<file path="src/rtl/tbu_sched_if.sv">
// Bus between the traceback scheduler and the ACS array / survivor RAMs / tbu pair.
interface tbu_sched_if #(
  parameter int unsigned DEPTH = 32
);
  localparam int unsigned AW = $clog2(DEPTH);

  logic          dec_valid;
  logic [3:0]    mem_we;
  logic [AW-1:0] mem_waddr;
  logic [AW-1:0] rd_addr;
  logic [1:0]    rd_bank_0;
  logic [1:0]    rd_bank_1;
  logic          tbu_en_0;
  logic          tbu_sel_0;
  logic          tbu_en_1;
  logic          tbu_sel_1;

  // Scheduler side
  modport master (
    input  dec_valid,
    output mem_we, mem_waddr, rd_addr, rd_bank_0, rd_bank_1,
    output tbu_en_0, tbu_sel_0, tbu_en_1, tbu_sel_1
  );

  // Datapath side (ACS, survivor RAMs, tbu blocks)
  modport slave (
    output dec_valid,
    input  mem_we, mem_waddr, rd_addr, rd_bank_0, rd_bank_1,
    input  tbu_en_0, tbu_sel_0, tbu_en_1, tbu_sel_1
  );
endinterface

</file>
<file path="src/rtl/tbu_sched.sv">
// Survivor-memory write sequencing and two-TBU traceback scheduling for the
// K=4 Viterbi decoder. Four banks rotate: write p, train p-1, idle p-2, decode p-3.
module tbu_sched #(
  parameter int unsigned DEPTH = 32
) (
  input  logic        clk,
  input  logic        rst,
  input  logic        start,
  input  logic        stop,
  output logic        busy,
  output logic        err,
  tbu_sched_if.master bus
);
  localparam int unsigned AW = $clog2(DEPTH);
  localparam logic [AW-1:0] LAST = AW'(DEPTH - 1);

  typedef enum logic [1:0] {
    IDLE   = 2'd0,
    RUN    = 2'd1,
    DRAIN1 = 2'd2,
    DRAIN2 = 2'd3
  } state_t;

  state_t        state;
  state_t        state_nxt;

  logic [AW-1:0] wcnt;
  logic [1:0]    p;
  logic [1:0]    warm;
  logic          primed;
  logic          stop_pend;

  logic          wr_act;
  logic          active;
  logic          wrap;
  logic          err_ev;
  logic          trn_on;
  logic          dec_on;
  logic [1:0]    trn_bank;
  logic [1:0]    dec_bank;

  logic          en0_nxt;
  logic          sel0_nxt;
  logic          en1_nxt;
  logic          sel1_nxt;

  // Per-cycle qualifiers derived from state and counters
  always_comb begin
    wr_act   = (state == RUN) && bus.dec_valid;
    active   = wr_act || (state == DRAIN1) || (state == DRAIN2);
    wrap     = active && (wcnt == LAST);
    err_ev   = (state == RUN) && !bus.dec_valid;
    // Training needs two written banks behind it; decoding needs a trained bank from the last period
    trn_on   = active && (((state == RUN) && (warm == 2'd2)) || (state == DRAIN1));
    dec_on   = active && ((((state == RUN) || (state == DRAIN1)) && primed) || (state == DRAIN2));
    trn_bank = p - 2'd1;
    dec_bank = p + 2'd1;  // p-3 mod 4: the bank older than the one trained last period
  end

  // State register
  always_ff @(posedge clk or negedge rst) begin
    if (!rst) begin
      state <= IDLE;
    end else begin
      state <= state_nxt;
    end
  end

  // Next-state logic
  always_comb begin
    state_nxt = state;
    case (state)
      IDLE: begin
        if (start) state_nxt = RUN;
      end
      RUN: begin
        if (err_ev) begin
          state_nxt = IDLE;
        end else if (wrap && (stop || stop_pend)) begin
          // Without two written banks there is nothing to decode, so skip draining
          state_nxt = (warm == 2'd2) ? DRAIN1 : IDLE;
        end
      end
      DRAIN1: begin
        if (wrap) state_nxt = DRAIN2;
      end
      DRAIN2: begin
        if (wrap) state_nxt = IDLE;
      end
      default: state_nxt = IDLE;
    endcase
  end

  // Output decode: RAM write/read controls and next TBU enables
  always_comb begin
    bus.mem_we    = '0;
    bus.mem_waddr = '0;
    bus.rd_addr   = '0;
    bus.rd_bank_0 = '0;
    bus.rd_bank_1 = '0;
    en0_nxt       = 1'b0;
    sel0_nxt      = 1'b0;
    en1_nxt       = 1'b0;
    sel1_nxt      = 1'b0;
    busy          = (state != IDLE);

    if (wr_act) begin
      bus.mem_we    = 4'b0001 << p;
      bus.mem_waddr = wcnt;
    end
    if (active) begin
      bus.rd_addr = LAST - wcnt;
    end

    // TBU(p%2) trains, the other one decodes
    if (p[0]) begin
      if (trn_on) begin
        bus.rd_bank_1 = trn_bank;
        en1_nxt       = 1'b1;
      end
      if (dec_on) begin
        bus.rd_bank_0 = dec_bank;
        en0_nxt       = 1'b1;
        sel0_nxt      = 1'b1;
      end
    end else begin
      if (trn_on) begin
        bus.rd_bank_0 = trn_bank;
        en0_nxt       = 1'b1;
      end
      if (dec_on) begin
        bus.rd_bank_1 = dec_bank;
        en1_nxt       = 1'b1;
        sel1_nxt      = 1'b1;
      end
    end
  end

  // TBU enables/selects follow the read address by one cycle to line up with RAM data
  always_ff @(posedge clk or negedge rst) begin
    if (!rst) begin
      bus.tbu_en_0  <= 1'b0;
      bus.tbu_sel_0 <= 1'b0;
      bus.tbu_en_1  <= 1'b0;
      bus.tbu_sel_1 <= 1'b0;
    end else begin
      bus.tbu_en_0  <= en0_nxt;
      bus.tbu_sel_0 <= sel0_nxt;
      bus.tbu_en_1  <= en1_nxt;
      bus.tbu_sel_1 <= sel1_nxt;
    end
  end

  // Stream counters, latched stop and sticky error
  always_ff @(posedge clk or negedge rst) begin
    if (!rst) begin
      wcnt      <= '0;
      p         <= '0;
      warm      <= '0;
      primed    <= 1'b0;
      stop_pend <= 1'b0;
      err       <= 1'b0;
    end else if (state == IDLE) begin
      if (start) begin
        wcnt      <= '0;
        p         <= '0;
        warm      <= '0;
        primed    <= 1'b0;
        stop_pend <= 1'b0;
        err       <= 1'b0;
      end
    end else begin
      if (err_ev) err <= 1'b1;
      if ((state == RUN) && stop) stop_pend <= 1'b1;
      if (active) begin
        wcnt <= wcnt + AW'(1);
        if (wrap) begin
          p <= p + 2'd1;
          if (warm != 2'd2) warm <= warm + 2'd1;
          if (warm == 2'd2) primed <= 1'b1;
        end
      end
    end
  end
endmodule

</file>
<file path="src/flat_wrapper.sv">
// flat-port wrapper written by rule: the top's interface ports become plain ports
module tbu_sched_flat 
#(
  parameter int unsigned DEPTH = 32
)
  (clk, rst, start, stop, busy, err, bus_dec_valid, bus_mem_we, bus_mem_waddr, bus_rd_addr, bus_rd_bank_0, bus_rd_bank_1, bus_tbu_en_0, bus_tbu_sel_0, bus_tbu_en_1, bus_tbu_sel_1);
  tbu_sched_if #(.DEPTH(DEPTH)) bus_i ();
  input  logic clk;
  input  logic rst;
  input  logic start;
  input  logic stop;
  output logic busy;
  output logic err;
  input wire logic [$bits(bus_i.dec_valid)-1:0] bus_dec_valid;
  output wire logic [$bits(bus_i.mem_we)-1:0] bus_mem_we;
  output wire logic [$bits(bus_i.mem_waddr)-1:0] bus_mem_waddr;
  output wire logic [$bits(bus_i.rd_addr)-1:0] bus_rd_addr;
  output wire logic [$bits(bus_i.rd_bank_0)-1:0] bus_rd_bank_0;
  output wire logic [$bits(bus_i.rd_bank_1)-1:0] bus_rd_bank_1;
  output wire logic [$bits(bus_i.tbu_en_0)-1:0] bus_tbu_en_0;
  output wire logic [$bits(bus_i.tbu_sel_0)-1:0] bus_tbu_sel_0;
  output wire logic [$bits(bus_i.tbu_en_1)-1:0] bus_tbu_en_1;
  output wire logic [$bits(bus_i.tbu_sel_1)-1:0] bus_tbu_sel_1;
  assign bus_i.dec_valid = bus_dec_valid;
  assign bus_mem_we = bus_i.mem_we;
  assign bus_mem_waddr = bus_i.mem_waddr;
  assign bus_rd_addr = bus_i.rd_addr;
  assign bus_rd_bank_0 = bus_i.rd_bank_0;
  assign bus_rd_bank_1 = bus_i.rd_bank_1;
  assign bus_tbu_en_0 = bus_i.tbu_en_0;
  assign bus_tbu_sel_0 = bus_i.tbu_sel_0;
  assign bus_tbu_en_1 = bus_i.tbu_en_1;
  assign bus_tbu_sel_1 = bus_i.tbu_sel_1;
  tbu_sched #(.DEPTH(DEPTH)) u_core (.clk(clk), .rst(rst), .start(start), .stop(stop), .busy(busy), .err(err), .bus(bus_i));
endmodule
</file>
<file path="config.mk">
export PLATFORM = sky130hd
export DESIGN_NAME = tbu_sched_flat
export DESIGN_NICKNAME = d
export VERILOG_FILES = /design/src/rtl/tbu_sched_if.sv /design/src/rtl/tbu_sched.sv /design/src/flat_wrapper.sv
export SDC_FILE = /design/constraint.sdc
export NUM_CORES = 1
export LEC_CHECK = 0
export BUFFER_PORTS_ARGS = -buffer_cell sky130_fd_sc_hd__buf_2
export CAP_MARGIN = 20
export CORE_UTILIZATION = 50
export DETAILED_ROUTE_END_ITERATION = 7
export PLACE_DENSITY = 0.76
export SLEW_MARGIN = 30
export SYNTH_ARGS = -nofsm -noshare
export SYNTH_HDL_FRONTEND = slang
export SYNTH_SLANG_ARGS = --single-unit
</file>
<file path="constraint.sdc">
create_clock -name clk -period 4.5 [get_ports clk]
set_clock_uncertainty 0.15 [all_clocks]
set_input_delay 0.675 -clock clk [delete_from_list [all_inputs] [get_ports clk]]
set_output_delay 0.675 -clock clk [all_outputs]
set_load 0.005 [all_outputs]
</file>
==> results of run 1 <==
==> power by group <==
group	internal (mW)	switching, mW
registers	0.197	0.0334
clock network	0.0495	0.0541
logic	0.141	0.204
==> path summary, 6_finish.rpt <==
check	from	end	cells after the start
worst max-delay path	flop	bus_rd_bank_0[1]	6
worst min-delay path	rst	u_core.wcnt[1]	1
worst max register to register	flop	u_core.wcnt[1]	5
worst min register to register	u_core.primed	u_core.primed	1
max in group asynchronous	rst	u_core.p[0]	1
min in group clk	u_core.primed	u_core.primed	1
==> flip-flops by register name (all words and copies together) (netlist names), named ones only <==
register,flops
u_core.wcnt,5
u_core.bus.tbu_sel_1,1
u_core.stop_pend,1
u_core.bus.tbu_sel_0,1
u_core.primed,1
u_core.bus.tbu_en_0,1
u_core.bus.tbu_en_1,1
u_core.err,1
u_core.state,1
u_core.p,2
u_core.warm,2
==> worst register-to-register path, cell delays in order (launching register included) <==
cell and delay (ns):
dfrtp_1 0.39, inv_1 0.10, ha_1 0.40, a211oi_4 0.66, mux2i_1 0.31, o22ai_1 0.11
==> cells by family after synthesis <==
logic type      count (synthesis)  share of synthesized area [%]
flops                          18                           37.5
fa+ha+maj                      11                           11.5
buf+inv                        23                           10.1
mux                             6                           5.01
compound gates                 31                           19.4
simple gates                   36                           16.5
==> layer usage <==
layer	vias up	track usage [%]	routed length (microns)
met3	5	3.57	90
met2	27	32.5	1240
met5	-	0	0
met4	0	11.1	47
met1	474	34.8	1240
li1	495	-	-
==> placed cells by master (no fill, tap or decap), types with 4 or more instances in the layout <==
cell      instances
a21oi_1           4
and3_1           10
buf_2            28
dfrtp_1          18
ha_1             11
inv_1            13
mux2i_1           6
nand2_1           6
nor2_1            8
o211ai_1          5
o22ai_1           6
==> area by class of cell <==
class	count	area (sq um)
tap	28	35.0
inverter	14	52.6
timing repair buffer	28	140
fill	198	891
multi-input combinational	84	628
sequential	18	450
clock buffer	4	36.3
==> through the flow <==
stage | total power [mW] | hold slack, ns
after detailed placement | 0.575 | 0.341
after global placement | 0.562 | 0.337
after global routing | 0.740 | 0.144
final | 0.680 | 0.127
after floorplan | 0.487 | 0.229
after CTS | 0.681 | 0.144
==> results.yml, run 1 <==
sta:
  max-slew-margin-rel_pct: 57.0
  rsz0062_at_grt: "no"
  hold_violations: 0
  fin_tns_setup_ns: 0
  worst_slack_ns: 1.54
  maxSlewViolCount: 0
  fmax_ghz: 0.338
  worst-slew-pin-transition_ns: 0.643
  setup_viol: 0
  timing.final.crit_period_ns: 2.96
  min_period_over_period_pct: 65.8
yosys:
  synth_edf_count: 0
  syn-cell-area_sq_um: 1200
  synth_common_cells: "18 x dfrtp_1, 13 x inv_1, 11 x ha_1"
  seq_area_frac_synth_pct: 37.5
  ys.flop_type: "dfrtp_1"
  yosysTopAreaCell: "dfrtp_1"
  synth_top_cell_area_share_pct: 37.5
  yosysMostFrequentCell: "dfrtp_1"
  yosysWarnings: 0
  avgSynthCellArea_sq_um: 9.60
  ys_ff_latch: 18
  synth_area_leaders: "dfrtp_1 38%, ha_1 11%, and3_1 5.2%"
  synthCells: 125
  ys_types: 32
  async_flop_share_pct: 100
  syn_nets: 141
floorplan:
  die_w_microns: 51.0
  pin_count: 29
  rows: 17
  start_util_pct: 53.7
  die_h_microns: 51.0
  die_area_sq_um: 2600
  core_area_sq_um: 2230
detailed_routing:
  ant_nets: 0
  num_vias: 1001
  viasPerCell: 5.69
  firstDrtPassIters: 4
  drc_errors: 0
  drt_iter0_markers: 16
  routedWlPerCell_microns: 14.9
  wl_microns: 2610
critical_path:
  worstPathCellList: "inv_1 -> ha_1 -> a21o_1 -> a31oi_1 -> o22ai_1 -> buf_2"
  crit_type: "flop to output pin"
  max_stage_delay_ns: 0.43
  critPathRequiredTime_ns: 3.67
  crit_family: "compound AO/OA/AOI/OAI gates"
  cpMaxStageDelayCell: "a31oi_1"
  worst_ep_arrival_time_ns: 2.13
  path_buf_inv: 2
  r2r_slack_ns: 2.26
  crit_path_end_kind: "output pin"
  critPathMaxFanout: 17
  setup.worst_path.start_class: "flop"
clock_network:
  cts_buffer_depth: 2
  htree_levels: 1
  cts_sinks: 18
  cts_root_buf: "clkbuf_4"
  clkLatencyLatePin_ns: 0.31
  cts_buffers: 3
  holdBufCountCts: 0
  cts_resized: 0
  cts.clk_slew.worst_paths_ns: 0.10
  post_cts_buffers: 0
  tritoncts: "yes"
placement:
  port_buffers: 28
  hpwl_microns: 1810
  gp_congestion: 0.779
  dp.cells: 172
  dpl_worst_slack_ns: 1.91
  postPlaceCellArea_sq_um: 1310
cells_and_area:
  layout-drive-gt1-share_pct: 24.3
  final_cells: 176
  finalCoreUtilization_pct: 60.1
  final_area_sq_um: 1340
  diodes: 0
  areaGrowthSynthToFinish_pct: 11.9
  fin_nets: 165
grt:
  grt_pass1_vias: 896
  antenna_found_initial: 0
  grt_max_degree: 19
  grt_util_all_layers_pct: 23.3
  grt_first_pass_wirelength_microns: 4400
  gr-total-overflow: 0
hold_path:
  hp-class: "input pin to asynchronous set/reset pin"
flow_run:
  maxCapViolCount: 0
outcome:
  status: "finished clean"
power:
  power_density_nw_per_um2: 506
  p_leak_nw: 0.758
  vdd_ir_drop_max_v: 0.000357
Power figures use the tool's default switching activity.
==> run 2: changes to the inputs <==
==> constraint.sdc (replaced) <==
create_clock -name clk -period 2.9 [get_ports clk]
set_clock_uncertainty 0.15 [all_clocks]
set_input_delay 0.435 -clock clk [delete_from_list [all_inputs] [get_ports clk]]
set_output_delay 0.435 -clock clk [all_outputs]
set_load 0.005 [all_outputs]
==> run 2 against run 1 <==
Net effect: global-route usage increased by 0.50 points; power increased by 57%; worst hold slack improved by 0.16 ns; sequential power increased by 56%; via count decreased by 1.3%; cell count increased by 0.57%; design area increased by 1.2%; critical path depth decreased by 1.
==> results.yml, run 2 (synthesis gave the netlist of run 1 again) <==
cells_and_area:
  regMostFlops: "u_core.wcnt"
  areaGrowthSynthToFinish_pct: 13.2
  top_regs: "u_core.wcnt (5), u_core.p (2), u_core.warm (2)"
  largest_reg_flops: 5
  nFillCells: 209
  final_cell_mix: "28 x buf_2, 18 x dfrtp_1, 13 x inv_1"
  final_cells: 177
  diodes: 0
  layout-drive-gt1-share_pct: 24.8
  fin_nets: 166
  final_area_sq_um: 1360
  finalCoreUtilization_pct: 60.8
  mostFrequentLayoutCell: "buf_2"
power:
  clockPowerShare_pct: 15.2
  p_leak_nw: 0.763
  vdd_ir_drop_max_v: 0.000506
  p_sw_mw: 0.463
  p_int_mw: 0.605
  finalPower_mw: 1.07
  swShare_pct: 43.3
  pwr-share-seq_pct: 33.5
  power_density_nw_per_um2: 786
  power_frac_comb_pct: 51.3
sta:
  min_period_over_period_pct: 93.8
  worst-slew-pin-transition_ns: 0.685
  fmax_ghz: 0.368
  maxSlewViolCount: 0
  fin_tns_setup_ns: 0
  rsz0062_at_grt: "no"
  setup_viol: 0
  max-slew-margin-rel_pct: 54.2
  timing.final.crit_period_ns: 2.72
  hold_violations: 0
critical_path:
  setup.worst_path.start_class: "flop"
  crit_type: "flop to output pin"
  critPathRequiredTime_ns: 2.32
  critPathMaxFanout: 17
  worst_ep_arrival_time_ns: 2.13
  crit_path_end_kind: "output pin"
grt:
  grt_max_degree: 19
  gr-total-overflow: 0
  antenna_found_initial: 0
  grt_first_pass_wirelength_microns: 4520
  grt_pass1_vias: 976
  grt_util_all_layers_pct: 23.8
floorplan:
  rows: 17
  start_util_pct: 53.7
  core_area_sq_um: 2230
  die_h_microns: 51.0
  die_w_microns: 51.0
  die_area_sq_um: 2600
  pin_count: 29
clock_network:
  cts_buffer_depth: 2
  cts_buffers: 3
  cts.clk_slew.worst_paths_ns: 0.11
  cts_root_buf: "clkbuf_4"
  htree_levels: 1
  cts_sinks: 18
  tritoncts: "yes"
  clkLatencyLatePin_ns: 0.31
placement:
  port_buffers: 28
  hpwl_microns: 1910
  postPlaceCellArea_sq_um: 1310
  dp.cells: 172
  gp_congestion: 0.750
detailed_routing:
  num_vias: 988
  viasPerCell: 5.58
  routedWlPerCell_microns: 15.2
  drt_iter0_markers: 9
  ant_nets: 0
  firstDrtPassIters: 3
  wl_microns: 2680
  drc_errors: 0
hold_path:
  hp-class: "input pin to flop"
outcome:
  status: "finished clean"
flow_run:
  maxCapViolCount: 0
## run 2: changes by cell type in the layout (fill, tap and decap cells not counted), sizes merged
cell         previous run  this run
dlygate4sd3             0         1
## run 2: area by class of cell
cell class / instances / area, sq um / share of cell area [%]
tap: 28 / 35.0 / 2.58
timing repair buffer: 29 / 150 / 11.0
multi-input combinational: 84 / 634 / 46.7
sequential: 18 / 450 / 33.1
inverter: 14 / 52.6 / 3.87
clock buffer: 4 / 36.3 / 2.67
## run 2: worst paths after layout
check / cells past startpoint / to / slack, ns / startpoint
max: 5 / bus_rd_addr[0] / 0.18 / flop
max in group asynchronous: 2 / u_core.err / 1.88 / rst
max reg2reg: 5 / u_core.wcnt[4] / 0.63 / flop
min: 2 / u_core.warm[0] / 0.28 / start
min reg2reg: 1 / u_core.primed / 0.38 / u_core.primed
min in group asynchronous: 2 / u_core.wcnt[2] / 0.42 / rst
## run 2: power by group through the flow
stage | clock network, mW | registers [mW] | logic [mW]
after global placement | 0 | 0.356 | 0.517
after detailed placement | 0 | 0.361 | 0.537
final | 0.162 | 0.358 | 0.548
after CTS | 0.163 | 0.356 | 0.542
after floorplan | 0 | 0.351 | 0.405
after global routing | 0.175 | 0.365 | 0.612
## run 2: worst max-delay path: stages (launching register included)
cell      delay [ns]
dfrtp_1         0.39
inv_1           0.09
ha_1            0.39
a211oi_4        0.69
nor2_1          0.09
buf_2           0.15
## run 2: metrics by stage
stage | hold slack (ns) | setup slack, ns
2_1_floorplan | -0.0106 | 0.850
3_3_place_gp | 0.235 | 0.622
3_5_place_dp | 0.241 | 0.534
4_1_cts | 0.288 | 0.180
5_1_grt | 0.283 | 0.0449
6_report | 0.282 | 0.181
## run 2: what timing repair did
action	in CTS	in global routing
buffers inserted	0	0
hold buffers	1	0
setup endpoints to repair	0	2
resized for setup	0	1
hold endpoints to repair	18	0
## run 2: routing by layer
layer	vias up	track usage [%]	wire length [microns]
li1	491	-	-
met1	471	30.9	1300
met2	21	38.8	1260
met3	5	4.46	82
met4	0	9.72	46
met5	-	0	0
